$ cat config.mk
export PLATFORM = sky130hd
export DESIGN_NAME = branch_pc_unit
export DESIGN_NICKNAME = d
export VERILOG_FILES = /design/src/rtl/branch_pc_unit.sv
export SDC_FILE = /design/constraint.sdc
export NUM_CORES = 1
export LEC_CHECK = 0
export ABC_AREA = 1
export CORE_ASPECT_RATIO = 1.1
export CORE_MARGIN = 3
export CORE_UTILIZATION = 51
export CTS_BUF_LIST = sky130_fd_sc_hd__clkbuf_4 sky130_fd_sc_hd__clkbuf_8 sky130_fd_sc_hd__clkbuf_16
export DETAILED_ROUTE_END_ITERATION = 8
export PLACE_DENSITY = 0.87
export SETUP_SLACK_MARGIN = 0.1
export SLEW_MARGIN = 20
export SYNTH_ARGS = -nofsm -noshare
export SYNTH_HDL_FRONTEND = slang
export SYNTH_SLANG_ARGS = --single-unit
$ cat constraint.sdc
create_clock -name clk -period 4.2 [get_ports clk]
set_input_delay 0.42 -clock clk [delete_from_list [all_inputs] [get_ports clk]]
set_output_delay 0.42 -clock clk [all_outputs]
set_load 0.005 [all_outputs]
$ cat src/rtl/branch_pc_unit.sv
// branch_pc_unit: resolves the branch condition, selects the next PC, sequences misaligned-target traps and counts branches.
module branch_pc_unit #(
  parameter logic [31:0] RESET_VEC = 32'h0000_0000,
  parameter logic [31:0] TRAP_VEC  = 32'h0000_0100,
  parameter int          CNT_W     = 16
) (
  input  logic             clk,
  input  logic             rst,
  input  logic             imem_ready,
  input  logic             is_branch,
  input  logic             is_jal,
  input  logic             is_jalr,
  input  logic [2:0]       funct3,
  input  logic             BrEq,
  input  logic             BrLT,
  input  logic [31:0]      alu_out,
  output logic             BrUn,
  output logic [31:0]      pc,
  output logic [31:0]      pc_plus4,
  output logic             PCSel,
  output logic             instr_valid,
  output logic             trap,
  output logic [31:0]      trap_pc,
  output logic [CNT_W-1:0] br_count,
  output logic [CNT_W-1:0] br_taken_count
);
  localparam logic [1:0] S_BOOT = 2'd0;
  localparam logic [1:0] S_RUN  = 2'd1;
  localparam logic [1:0] S_TRAP = 2'd2;
  logic [1:0]       state_q, state_d;
  logic [31:0]      pc_q, pc_d, trap_pc_q, trap_pc_d, target;
  logic [CNT_W-1:0] br_cnt_q, br_cnt_d, tk_cnt_q, tk_cnt_d;
  logic             taken, jump, cond, cnt_en;
  always_comb begin
    BrUn        = funct3[1];
    // funct3[0] inverts the sense; 010/011 never take
    taken       = funct3[2] ? (BrLT ^ funct3[0]) : (funct3[1] ? 1'b0 : (BrEq ^ funct3[0]));
    jump        = is_jal | is_jalr;
    cond        = is_branch & ~jump;
    instr_valid = (state_q == S_RUN) & imem_ready;
    target      = is_jalr ? (alu_out & ~32'h1) : alu_out;
    pc_plus4    = pc_q + 32'd4;
    PCSel       = instr_valid & (jump | (cond & taken));
    trap        = PCSel & target[1];
    cnt_en      = instr_valid & cond & ~trap;
    state_d     = (state_q == S_RUN && trap) ? S_TRAP : S_RUN;
    pc_d        = instr_valid ? (trap ? TRAP_VEC : (PCSel ? target : pc_plus4)) : pc_q;
    trap_pc_d   = trap ? pc_q : trap_pc_q;
    br_cnt_d    = (cnt_en && br_cnt_q != '1) ? br_cnt_q + CNT_W'(1) : br_cnt_q;
    tk_cnt_d    = (cnt_en && taken && tk_cnt_q != '1) ? tk_cnt_q + CNT_W'(1) : tk_cnt_q;
  end
  always_ff @(posedge clk) begin
    if (rst) begin
      state_q   <= S_BOOT;
      pc_q      <= RESET_VEC;
      trap_pc_q <= '0;
      br_cnt_q  <= '0;
      tk_cnt_q  <= '0;
    end else begin
      state_q   <= state_d;
      pc_q      <= pc_d;
      trap_pc_q <= trap_pc_d;
      br_cnt_q  <= br_cnt_d;
      tk_cnt_q  <= tk_cnt_d;
    end
  end
  assign pc             = pc_q;
  assign trap_pc        = trap_pc_q;
  assign br_count       = br_cnt_q;
  assign br_taken_count = tk_cnt_q;
endmodule
# Yosys cells after proc, flatten, opt, wreduce, memory -nomap -nowiden
# Cells that the tools add are included.
# op_classes
n_addsub	3
eq_ne	3
mux	6
n_bitwise	13
n_reduce_logical	4
# ops
operator	count
32-bit 2-to-1 mux	2
16-bit by 1-bit adder with 16-bit output (second input constant)	2
32-bit by 3-bit adder with 32-bit output (second input constant)	1
16-bit inequality test (second input constant)	2
1-bit AND	7
1-bit logical AND	4
1-bit 2-to-1 mux	3
2-bit by 1-bit equality test with 1-bit output (second input constant)	1
2-bit 2-to-1 mux	1
1-bit NOT	2
1-bit bitwise OR	2
1-bit XOR	2
# totals
register_bits	98
in_bits	43
output_inout_bits	132
elab_cells	34

# Depth between registers and ports, before layout
# Gate-level depths: netlist (run 1).
# logic_depth
depth_word	11
mapped_depth	13
ltp_nobuf	13

# Worst setup path before layout (run 1)
# OpenSTA, ideal clock, no wires.
# synth_path
kind	reg2out
start	reg pc_q[2], in the netlist pc[2]
end	out pc_plus4[20]
arrival_time_ps	1322
required_time_ps	3780
setup_slack_ps	2458
path_stages_with_launch	10
path_buffers	0
path_cell_list	dfxtp_1 -> ha_1 -> nand3_2 -> nor2_2 -> nand2_2 -> nor2_2 -> nand2_1 -> nand2_1 -> nand2_1 -> inv_1
# synth_via
elab_chain_cells	1
# synth_lines
element	line	source
start: declaration	31	logic [31:0] pc_q, pc_d, trap_pc_q, trap_pc_d, target;
start signal: assignment	61	pc_q <= pc_d;
32-bit by 3-bit adder with 32-bit output	42	pc_plus4 = pc_q + 32'd4;
end: declaration	19	output logic [31:0] pc_plus4,
# Every way passes these cells.

# Worst setup path after layout (run 1)
# Ends and elaborated chain as after synthesis.

==> results of run 1 <==
-- power groups by stage --
stage                     combinational, W  clock, W  sequential, W
after floorplan                  0.0000925         0       0.000948
after global placement            0.000181         0       0.000949
after detailed placement          0.000183         0       0.000950
after CTS                         0.000184  0.000866       0.000928
after global routing              0.000201  0.000904       0.000930
final                             0.000185  0.000865       0.000929
-- final cells by class --
class                   instances  area, µm²
clock buffers                  10      232.7
clock inverters                 6      75.07
fillers                       882       2897
inverters                      94      355.3
multi-input cells             631       3053
flip-flops and latches         96       1922
well taps                     143      178.9
repair buffers                174       1729
-- stage by stage --
stage	power (W)	hold WS, ps	std cells	worst slack [ps]
5_1_grt	0.002035	491.4	1154	1124
6_report	0.001979	460.2	1154	1239
3_3_place_gp	0.001131	438.2	1138	1353
4_1_cts	0.001979	463.8	1154	1270
2_1_floorplan	0.001040	446.9	854	2458
3_5_place_dp	0.001133	450.6	1138	1254
-- synth_stat cells (2+ instances only) --
master	count	area share (%)
nor3_1	17	1.5
nor2_2	3	0.34
buf_1	2	0.14
clkbuf_1	12	0.82
nand2_4	4	0.82
nor2_1	76	5.2
o21ai_1	23	2.1
xor2_1	16	2.6
dfxtp_1	96	35
nand2_2	13	1.5
or2_2	9	1.0
inv_1	88	6.0
xnor2_1	6	0.96
a21oi_1	39	3.6
o21bai_1	5	0.68
or2_1	4	0.46
nand4_1	13	1.5
o211ai_1	2	0.27
a21oi_2	10	1.6
ha_1	3	0.68
nand3_2	3	0.55
nor2_4	2	0.41
nand2_1	272	19
nand3b_1	2	0.27
o21ai_0	24	2.2
nand3_1	72	6.6
inv_2	5	0.34
buf_4	6	0.82
buf_2	12	1.1
-- kinds of logic (layout without fill, tap and decap cells) --
kind of cell / after synthesis / count (layout) / share of synthesized area [%]
buffers and inverters: 127 / 284 / 9.615
AND/OR/NAND/NOR: 499 / 499 / 40.60
adder cells (fa/ha/maj): 3 / 3 / 0.6836
other: 1 / 3 / 0.06829
flip-flops: 96 / 96 / 35.00
XOR/XNOR: 22 / 22 / 3.509
AO/OA/AOI/OAI: 104 / 104 / 10.53
-- layer usage --
layer | routed length [µm] | vias to the layer above | part of all wire (%) | track usage [%]
met5 | 0 | - | 0 | 0
met4 | 322 | 0 | 1.9 | 9.274
met3 | 1557 | 27 | 9.3 | 5.222
met2 | 7639 | 304 | 46 | 44.97
met1 | 7238 | 2745 | 43 | 36.92
li1 | - | 3006 | - | -
-- final timing paths --
check	from	slack, ps	end
setup / recovery	pc[2]	1240	pc_plus4[20]
hold / removal	trap_pc[24]	460	trap_pc[24]
setup reg to reg	state_q[0]	1810	br_taken_count[8]
hold reg to reg	trap_pc[24]	460	trap_pc[24]
-- worst max-delay path, cell delays in order (launching register included) --
cell             delay [ps]
dfxtp_1                 470
ha_1                    290
nand3_2                 150
nor2_2                  260
nand2_2                 120
nor2_2                  140
nand2_1                  60
nand2_1                  70
nand2_1                  80
inv_1                    60
clkdlybuf4s50_1         490
-- sequential cells by signal, indices dropped and copies added (netlist names) --
| register | cells |
|---|---|
| br_count | 16 |
| br_taken_count | 16 |
| pc | 31 |
| state_q | 2 |
| trap_pc | 31 |
-- placed cells by master (no fill, tap or decap), types with 9 or more instances in the layout --
| cell type | netlist | layout |
|---|---|---|
| or2_2 | 9 | 9 |
| dfxtp_1 | 96 | 96 |
| o21ai_0 | 24 | 24 |
| nand3_1 | 72 | 72 |
| nor3_1 | 17 | 17 |
| xor2_1 | 16 | 16 |
| a21oi_1 | 39 | 38 |
| nand4_1 | 13 | 13 |
| nand2_2 | 13 | 13 |
| inv_1 | 88 | 88 |
| nand2_1 | 272 | 272 |
| clkbuf_16 | 0 | 9 |
| o21ai_1 | 23 | 23 |
| clkdlybuf4s50_1 | 0 | 170 |
| a21oi_2 | 10 | 11 |
| nor2_1 | 76 | 76 |
==> impl_metrics.toml, run 1 <==
[setup_path]
r2r_cells = 9
critPathKind = "reg -> out"
critPathRequiredTime_ps = 3780
end_kind = "output port"
path_max_fanout = 6
start_kind = "register"
critPathArrivalTime_ps = 2540

[clock_network]
cts.sinks = 96
clkTransAtPathRegs_ps = 70
htreeDepth = 3
post-cts-setup-buffers = 0
post_cts_resized = 0
ctsHoldBuffers = 0
clk_latency_ps = 350
clock-root-buffer = "clkbuf_16"
clock_path_buffers = 2
numCtsBuffers = 9
cts_tree = "built"

[power_and_ir_drop]
pwr-share-clk_pct = 43.7
switchingPower_w = 0.0004956
power_frac_comb_pct = 9.4
ir_worst_vdd_v = 0.0001511
seq_power_share_pct = 46.9
p_leak_nw = 2.825
p_sw_share_pct = 25.04
intPower_w = 0.001484
cellPowerDensity_nw_per_um2 = 262.3

[global_route]
grt_max_degree = 49
grt_overflow = 0
grt_pass1_vias = 5666
grt_antenna_before_repair = 0
grt_pass1_wl_mm = 27.13
grt.total_usage_pct = 27.55

[logic_synthesis]
yosysWarnings = 0
ys.flop_type = "dfxtp_1"
synth_seq_cells = 96
synth.avg_cell_area_um2 = 6.445
ys_types = 42
synthCells = 852
synth-edff-count = 0
synth_area_um2 = 5492
synthArstFlopShare_pct = 0
yosysSeqAreaShare_pct = 35.00

[die]
start_util_pct = 52.59
rows = 39
ios = 175
dieHeight_um = 114.8
core_area_um2 = 10440
die-area_um2 = 12050
die_w_um = 104.9

[sta]
setup_viol = 0
timing.setup.tns_ps = 0
rsz0062_at_grt = "false"
max_slew_margin_pct = 27.99
finalCritPeriodShare_pct = 70.51
fin_crit_ps = 2961
fmax_ghz = 0.3377
drv_slew = 0
clock_skew_ps = 9.246
hold_violations = 0
worst_slew_pin_slew_ps = 1079

[hold_path]
min_path_type = "reg -> reg"
min_path_cells = 2

[detailed_routing]
vias = 6082
drc_errors = 0
wirelength_mm = 16.76
drtPass1Iterations = 5
ant_nets = 0
via_per_inst = 5.270
wire_per_inst_um = 14.52
drt_iter0_drc = 416

[layout]
n_antenna_cell = 0
syn_to_final_growth_pct = 37.41
final_util_pct = 72.26
final_area_um2 = 7546
drive_above_1_share_pct = 7.517
nets = 1052

[run]
maxCapViolCount = 0

[place]
gp_congestion = 0.9544
hpwlAfterDp_mm = 12.42
portBuffers = 171
placed_area_um2 = 7238

[outcome]
status = "complete, no violations"
Note: power is estimated with default switching activity, not from simulation.
==> run 2, diff against run 1 <==
--- a/config.mk
+++ b/config.mk
@@ -8,10 +8,10 @@
 export ABC_AREA = 1
 export CORE_ASPECT_RATIO = 1.1
 export CORE_MARGIN = 3
-export CORE_UTILIZATION = 51
+export CORE_UTILIZATION = 43
 export CTS_BUF_LIST = sky130_fd_sc_hd__clkbuf_4 sky130_fd_sc_hd__clkbuf_8 sky130_fd_sc_hd__clkbuf_16
 export DETAILED_ROUTE_END_ITERATION = 8
-export PLACE_DENSITY = 0.87
+export PLACE_DENSITY = 0.78
 export SETUP_SLACK_MARGIN = 0.1
 export SLEW_MARGIN = 20
 export SYNTH_ARGS = -nofsm -noshare
==> constraint.sdc (replaced) <==
create_clock -name clk -period 2.6 [get_ports clk]
set_input_delay 0.26 -clock clk [delete_from_list [all_inputs] [get_ports clk]]
set_output_delay 0.26 -clock clk [all_outputs]
set_load 0.005 [all_outputs]
==> impl_metrics.toml, run 2 (same netlist as run 1, synthesis figures left out) <==
[outcome]
status = "complete, no violations"

[sta]
hold_violations = 0
worst_slew_pin_slew_ps = 606.1
setup_viol = 0
worst_hold_slack_ps = 307.8
drv_slew = 0
timing.setup.tns_ps = 0
fin_crit_ps = 2421
rsz0062_at_grt = "true"
finalCritPeriodShare_pct = 93.10
clock_skew_ps = 4.519
max_slew_margin_pct = 59.59
fmax_ghz = 0.4131

[detailed_routing]
drt_iter0_drc = 552
wire_per_inst_um = 14.98
ant_nets = 0
wirelength_mm = 17.56
drc_errors = 0
drtPass1Iterations = 5
vias = 6053
via_per_inst = 5.165

[global_route]
grt_pass1_wl_mm = 28.31
grt_antenna_before_repair = 0
grt.total_usage_pct = 24.63
grt_max_degree = 48
grt_overflow = 0
grt_pass1_vias = 5580

[layout]
drive_above_1_share_pct = 12.18
syn_to_final_growth_pct = 41.42
mostFrequentLayoutCells = "nand2_1 (269), clkdlybuf4s50_1 (170), inv_1 (83), dfxtp_1 (83), nand3_1 (72)"
multi_input_area_um2 = 3192
final_common_cell = "nand2_1"
num-fill-cells = 1144
final-seq-area_um2 = 1946
n_antenna_cell = 0
nets = 1061

[setup_path]
critPathRequiredTime_ps = 2340
path_max_fanout = 5
critPathKind = "reg -> out"
critPathArrivalTime_ps = 2160
start_kind = "register"
end_kind = "output port"
rrSetupSlack_ps = 650

[clock_network]
clock-root-buffer = "clkbuf_16"
numCtsBuffers = 9
htreeDepth = 3
clk_latency_ps = 340
ctsHoldBuffers = 0
cts_tree = "built"
clock_path_buffers = 2
cts.sinks = 96
clkTransAtPathRegs_ps = 70

[power_and_ir_drop]
p_leak_nw = 2.911
cellPowerDensity_nw_per_um2 = 402.9
ir_worst_vdd_v = 0.0003068

[die]
dieHeight_um = 124.5
core_area_um2 = 12240
die-area_um2 = 14160
rows = 42
ios = 175
die_w_um = 113.8
start_util_pct = 44.85

[place]
hpwlAfterDp_mm = 13.28
portBuffers = 171
gp_congestion = 0.9716

[run]
maxCapViolCount = 0

[hold_path]
min_path_type = "in -> reg"
## run 2: path summary, 6_finish.rpt
kind	startpoint	endpoint	cells past startpoint
max	pc[11]	pc_plus4[23]	7
min	rst	br_taken_count[9]	4
max reg2reg	br_count[0]	br_count[1]	7
min reg2reg	trap_pc[4]	trap_pc[4]	2
## run 2: critical path, stage by stage (launching register included)
cell             delay, ps
dfxtp_1                430
nand2_1                150
nor2_1                 230
nand2_1                110
nor2_1                 180
nand3_1                120
nand2_1                 90
clkdlybuf4s50_1        490
## run 2: metrics by stage
stage	utilization (%)	std cells	total power, W	setup slack (ps)	area (µm²)
finish	63.43	1172	0.003129	179.4	7766
global route	63.43	1172	0.003245	38.08	7766
CTS	62.41	1171	0.003158	63.10	7641
detailed placement	59.72	1157	0.001843	308.4	7312
global placement	59.72	1157	0.001842	348.0	7312
floorplan	-	854	0.001680	938.9	5499
## run 2: repair_timing
item                       CTS  global route
buffers inserted             0             1
cloned                       0             0
setup endpoints to repair   20            22
pin swaps                    1             4
resized for setup           15            39
## run 2: routing by layer
metal,GRT usage [%],vias up,share of wire [%]
met3,4.568,29,9.1
met1,35.95,2720,46
li1,-,3023,-
met4,8.982,0,2.1
met2,35.88,281,43
met5,0,-,0
## run 2: layout make-up
type,instances,area share [%]
Clock buffer,9,2.900
Sequential cell,96,25.05
Inverter,94,4.575
Tap cell,154,2.481
Timing Repair Buffer,183,23.14
Clock inverter,5,0.7572
Multi-Input combinational cell,631,41.10
## run 2: report_power, final
group,internal (W),switching [W],total (W)
combinational,0.000148,0.000167,0.000314
sequential,0.00148,0.0000165,0.00150
clock,0.000737,0.000580,0.00132
==> run 3, diff against run 2 <==
--- a/config.mk
+++ b/config.mk
@@ -5,15 +5,15 @@
 export SDC_FILE = /design/constraint.sdc
 export NUM_CORES = 1
 export LEC_CHECK = 0
-export ABC_AREA = 1
+export ABC_AREA = 0
 export CORE_ASPECT_RATIO = 1.1
 export CORE_MARGIN = 3
-export CORE_UTILIZATION = 43
+export CORE_UTILIZATION = 42
 export CTS_BUF_LIST = sky130_fd_sc_hd__clkbuf_4 sky130_fd_sc_hd__clkbuf_8 sky130_fd_sc_hd__clkbuf_16
 export DETAILED_ROUTE_END_ITERATION = 8
 export PLACE_DENSITY = 0.78
 export SETUP_SLACK_MARGIN = 0.1
-export SLEW_MARGIN = 20
+export SLEW_MARGIN = 40
 export SYNTH_ARGS = -nofsm -noshare
 export SYNTH_HDL_FRONTEND = slang
 export SYNTH_SLANG_ARGS = --single-unit
==> impl_metrics.toml, run 3 <==
[outcome]
status = "complete, no violations"

[power_and_ir_drop]
intPower_w = 0.002532
switchingPower_w = 0.0008458
cellPowerDensity_nw_per_um2 = 431.1
seq_power_share_pct = 44.8
p_sw_share_pct = 25.04
ir_worst_vdd_v = 0.0002682
pwr-share-clk_pct = 42.4
p_leak_nw = 2.918
power_frac_comb_pct = 12.8

[place]
hpwlAfterDp_mm = 13.40
portBuffers = 171
gp_congestion = 0.9031

[setup_path]
r2r_cells = 7
rrSetupSlack_ps = 220
end_kind = "output port"
critPathKind = "reg -> out"
critPathRequiredTime_ps = 2340
start_kind = "register"
critPathArrivalTime_ps = 2270
r2r_start = "br_taken_count[0]"
r2r_end = "br_taken_count[9]"
path_max_fanout = 9

[die]
rows = 41
core_area_um2 = 11750
start_util_pct = 44.01
die-area_um2 = 13680
ios = 175
die_w_um = 111.8
dieHeight_um = 122.4

[logic_synthesis]
yosysTopAreaCell = "dfxtp_1"
synth_seq_cells = 96
synth_area_leaders = "dfxtp_1 (37%), nand2_1 (7.6%), a21oi_1 (6.2%)"
synthCells = 658
ys.flop_type = "dfxtp_1"
synth.avg_cell_area_um2 = 7.857
synth_area_um2 = 5170
yosysMostFrequentCell = "nand2_1"
yosysWarnings = 0
synthArstFlopShare_pct = 0
yosysTopAreaCellShare_pct = 37.17
ys_types = 63
synth-edff-count = 0
yosysSeqAreaShare_pct = 37.17
synthTopCellsByCount = "nand2_1 (104), dfxtp_1 (96), a21oi_1 (64)"

[clock_network]
clock-root-buffer = "clkbuf_16"
htreeDepth = 3
numCtsBuffers = 9
clkTransAtPathRegs_ps = 70
cts_tree = "built"
clk_latency_ps = 360
cts.sinks = 96
clock_path_buffers = 2

[detailed_routing]
dr_wl_met2_mm = 9.532
wl_met1_mm = 7.555
vias = 5999
drc_errors = 0
top_layer = "met4"
drtPass1Iterations = 5
wire_per_inst_um = 18.92
ant_nets = 0
dr_wl_met3_mm = 1.642
via_per_inst = 5.899
drt_iter0_drc = 514
wirelength_mm = 19.24

[sta]
worst_slew_pin_slew_ps = 529.6
clock_skew_ps = 6.639
hold_violations = 0
fmax_ghz = 0.3958
rsz0062_at_grt = "true"
drv_slew = 0
finalCritPeriodShare_pct = 97.19
worst_hold_slack_ps = 278.7
setup_viol = 0
fin_crit_ps = 2527
timing.setup.tns_ps = 0
max_slew_margin_pct = 64.44

[layout]
syn_to_final_growth_pct = 51.55
nets = 909
final_common_cell = "clkdlybuf4s50_1"
mostFrequentLayoutCells = "clkdlybuf4s50_1 (155), nand2_1 (102), dfxtp_1 (89), a21oi_1 (64), buf_4 (64)"
n_antenna_cell = 0
drive_above_1_share_pct = 15.22
final_util_pct = 66.70

[global_route]
grt_max_degree = 46
grt.total_usage_pct = 26.87
grt_pass1_vias = 5847
grt_antenna_before_repair = 0
grt_pass1_wl_mm = 29.79
grt_overflow = 0

[hold_path]
min_path_type = "in -> reg"
holdPathEnd = "trap_pc[2]"
hold_path.startpoint = "rst"
min_path_cells = 2

[run]
maxCapViolCount = 0
run 3: cell types whose count changed after synthesis, sizes merged, moves of 10 or more:
cell    change
or4        +14
nor2       -43
xnor2      +13
inv        -79
a21oi      +15
nand3      -46
or2        -13
clkbuf     +15
or3        +16
o31ai      +14
nand2     -185
o21ai      -10
run 3: layer usage:
metal  track usage, %  vias up
met2            46.63      304
met1            31.30     2863
li1                 -     2784
met3            7.544       48
met4            11.10        0
met5                0        -
run 3: cells by family after synthesis:
family	after synthesis	share of synthesized area, %
fa+ha+maj	3	0.7261
buf+inv	63	5.445
simple gates	290	29.45
mux	11	2.299
compound gates	162	19.26
other cells	1	0.07253
xor+xnor	32	5.566
flops	96	37.17
run 3: power by group through the flow:
stage	Combinational [W]	Sequential (W)	Clock, W
6_report	0.000433	0.00151	0.00143
5_1_grt	0.000462	0.00152	0.00151
4_1_cts	0.000417	0.00151	0.00145
3_5_place_dp	0.000418	0.00155	0
3_3_place_gp	0.000411	0.00155	0
2_1_floorplan	0.000179	0.00155	0
run 3: cell type report:
cell class,instances,area (µm²)
Clock buffer,9,225.2
Tap cell,150,187.7
Sequential cell,96,1938
Fill cell,978,3913
Clock inverter,6,85.08
Timing Repair Buffer,240,2232
Multi-Input combinational cell,501,3110
Inverter,15,56.30
run 3: worst max-delay path by stage:
| stage | start | end | slack [ps] | cells after the start |
|---|---|---|---|---|
| finish | pc[7] | pc_plus4[10] | 70 | 5 |
| global route | pc[7] | pc_plus4[10] | 50 | 5 |
| CTS | pc[13] | pc_plus4[18] | 40 | 5 |
| detailed placement | funct3[0] | br_taken_count[9] | 40 | 7 |
| global placement | funct3[0] | br_taken_count[7] | 140 | 7 |
| floorplan | pc[4] | pc[27] | 610 | 6 |
run 3: metrics by stage:
step | instance area, µm² | cells | setup WS [ps] | total power, W
after floorplan | 5177 | 660 | 612.6 | 0.001724
after CTS | 7674 | 1007 | 44.48 | 0.003377
after detailed placement | 7222 | 983 | 37.56 | 0.001965
after global placement | 7222 | 983 | 139.2 | 0.001957
after global routing | 7835 | 1017 | 49.39 | 0.003489
final | 7835 | 1017 | 73.17 | 0.003377
run 3: repair_timing:
action                                  in CTS  in global routing
setup buffers                                9                 10
cloned                                       0                  0
hold buffers                                 0                  0
resized for setup                           38                 21
endpoints found under the setup margin      21                 12
pin swaps                                   10                  9
run 3: critical path, cell delays in order (launching register included):
cell,delay (ps)
dfxtp_1,340
nand4_1,190
buf_6,220
or3_1,390
xnor2_2,230
clkdlybuf4s50_1,540
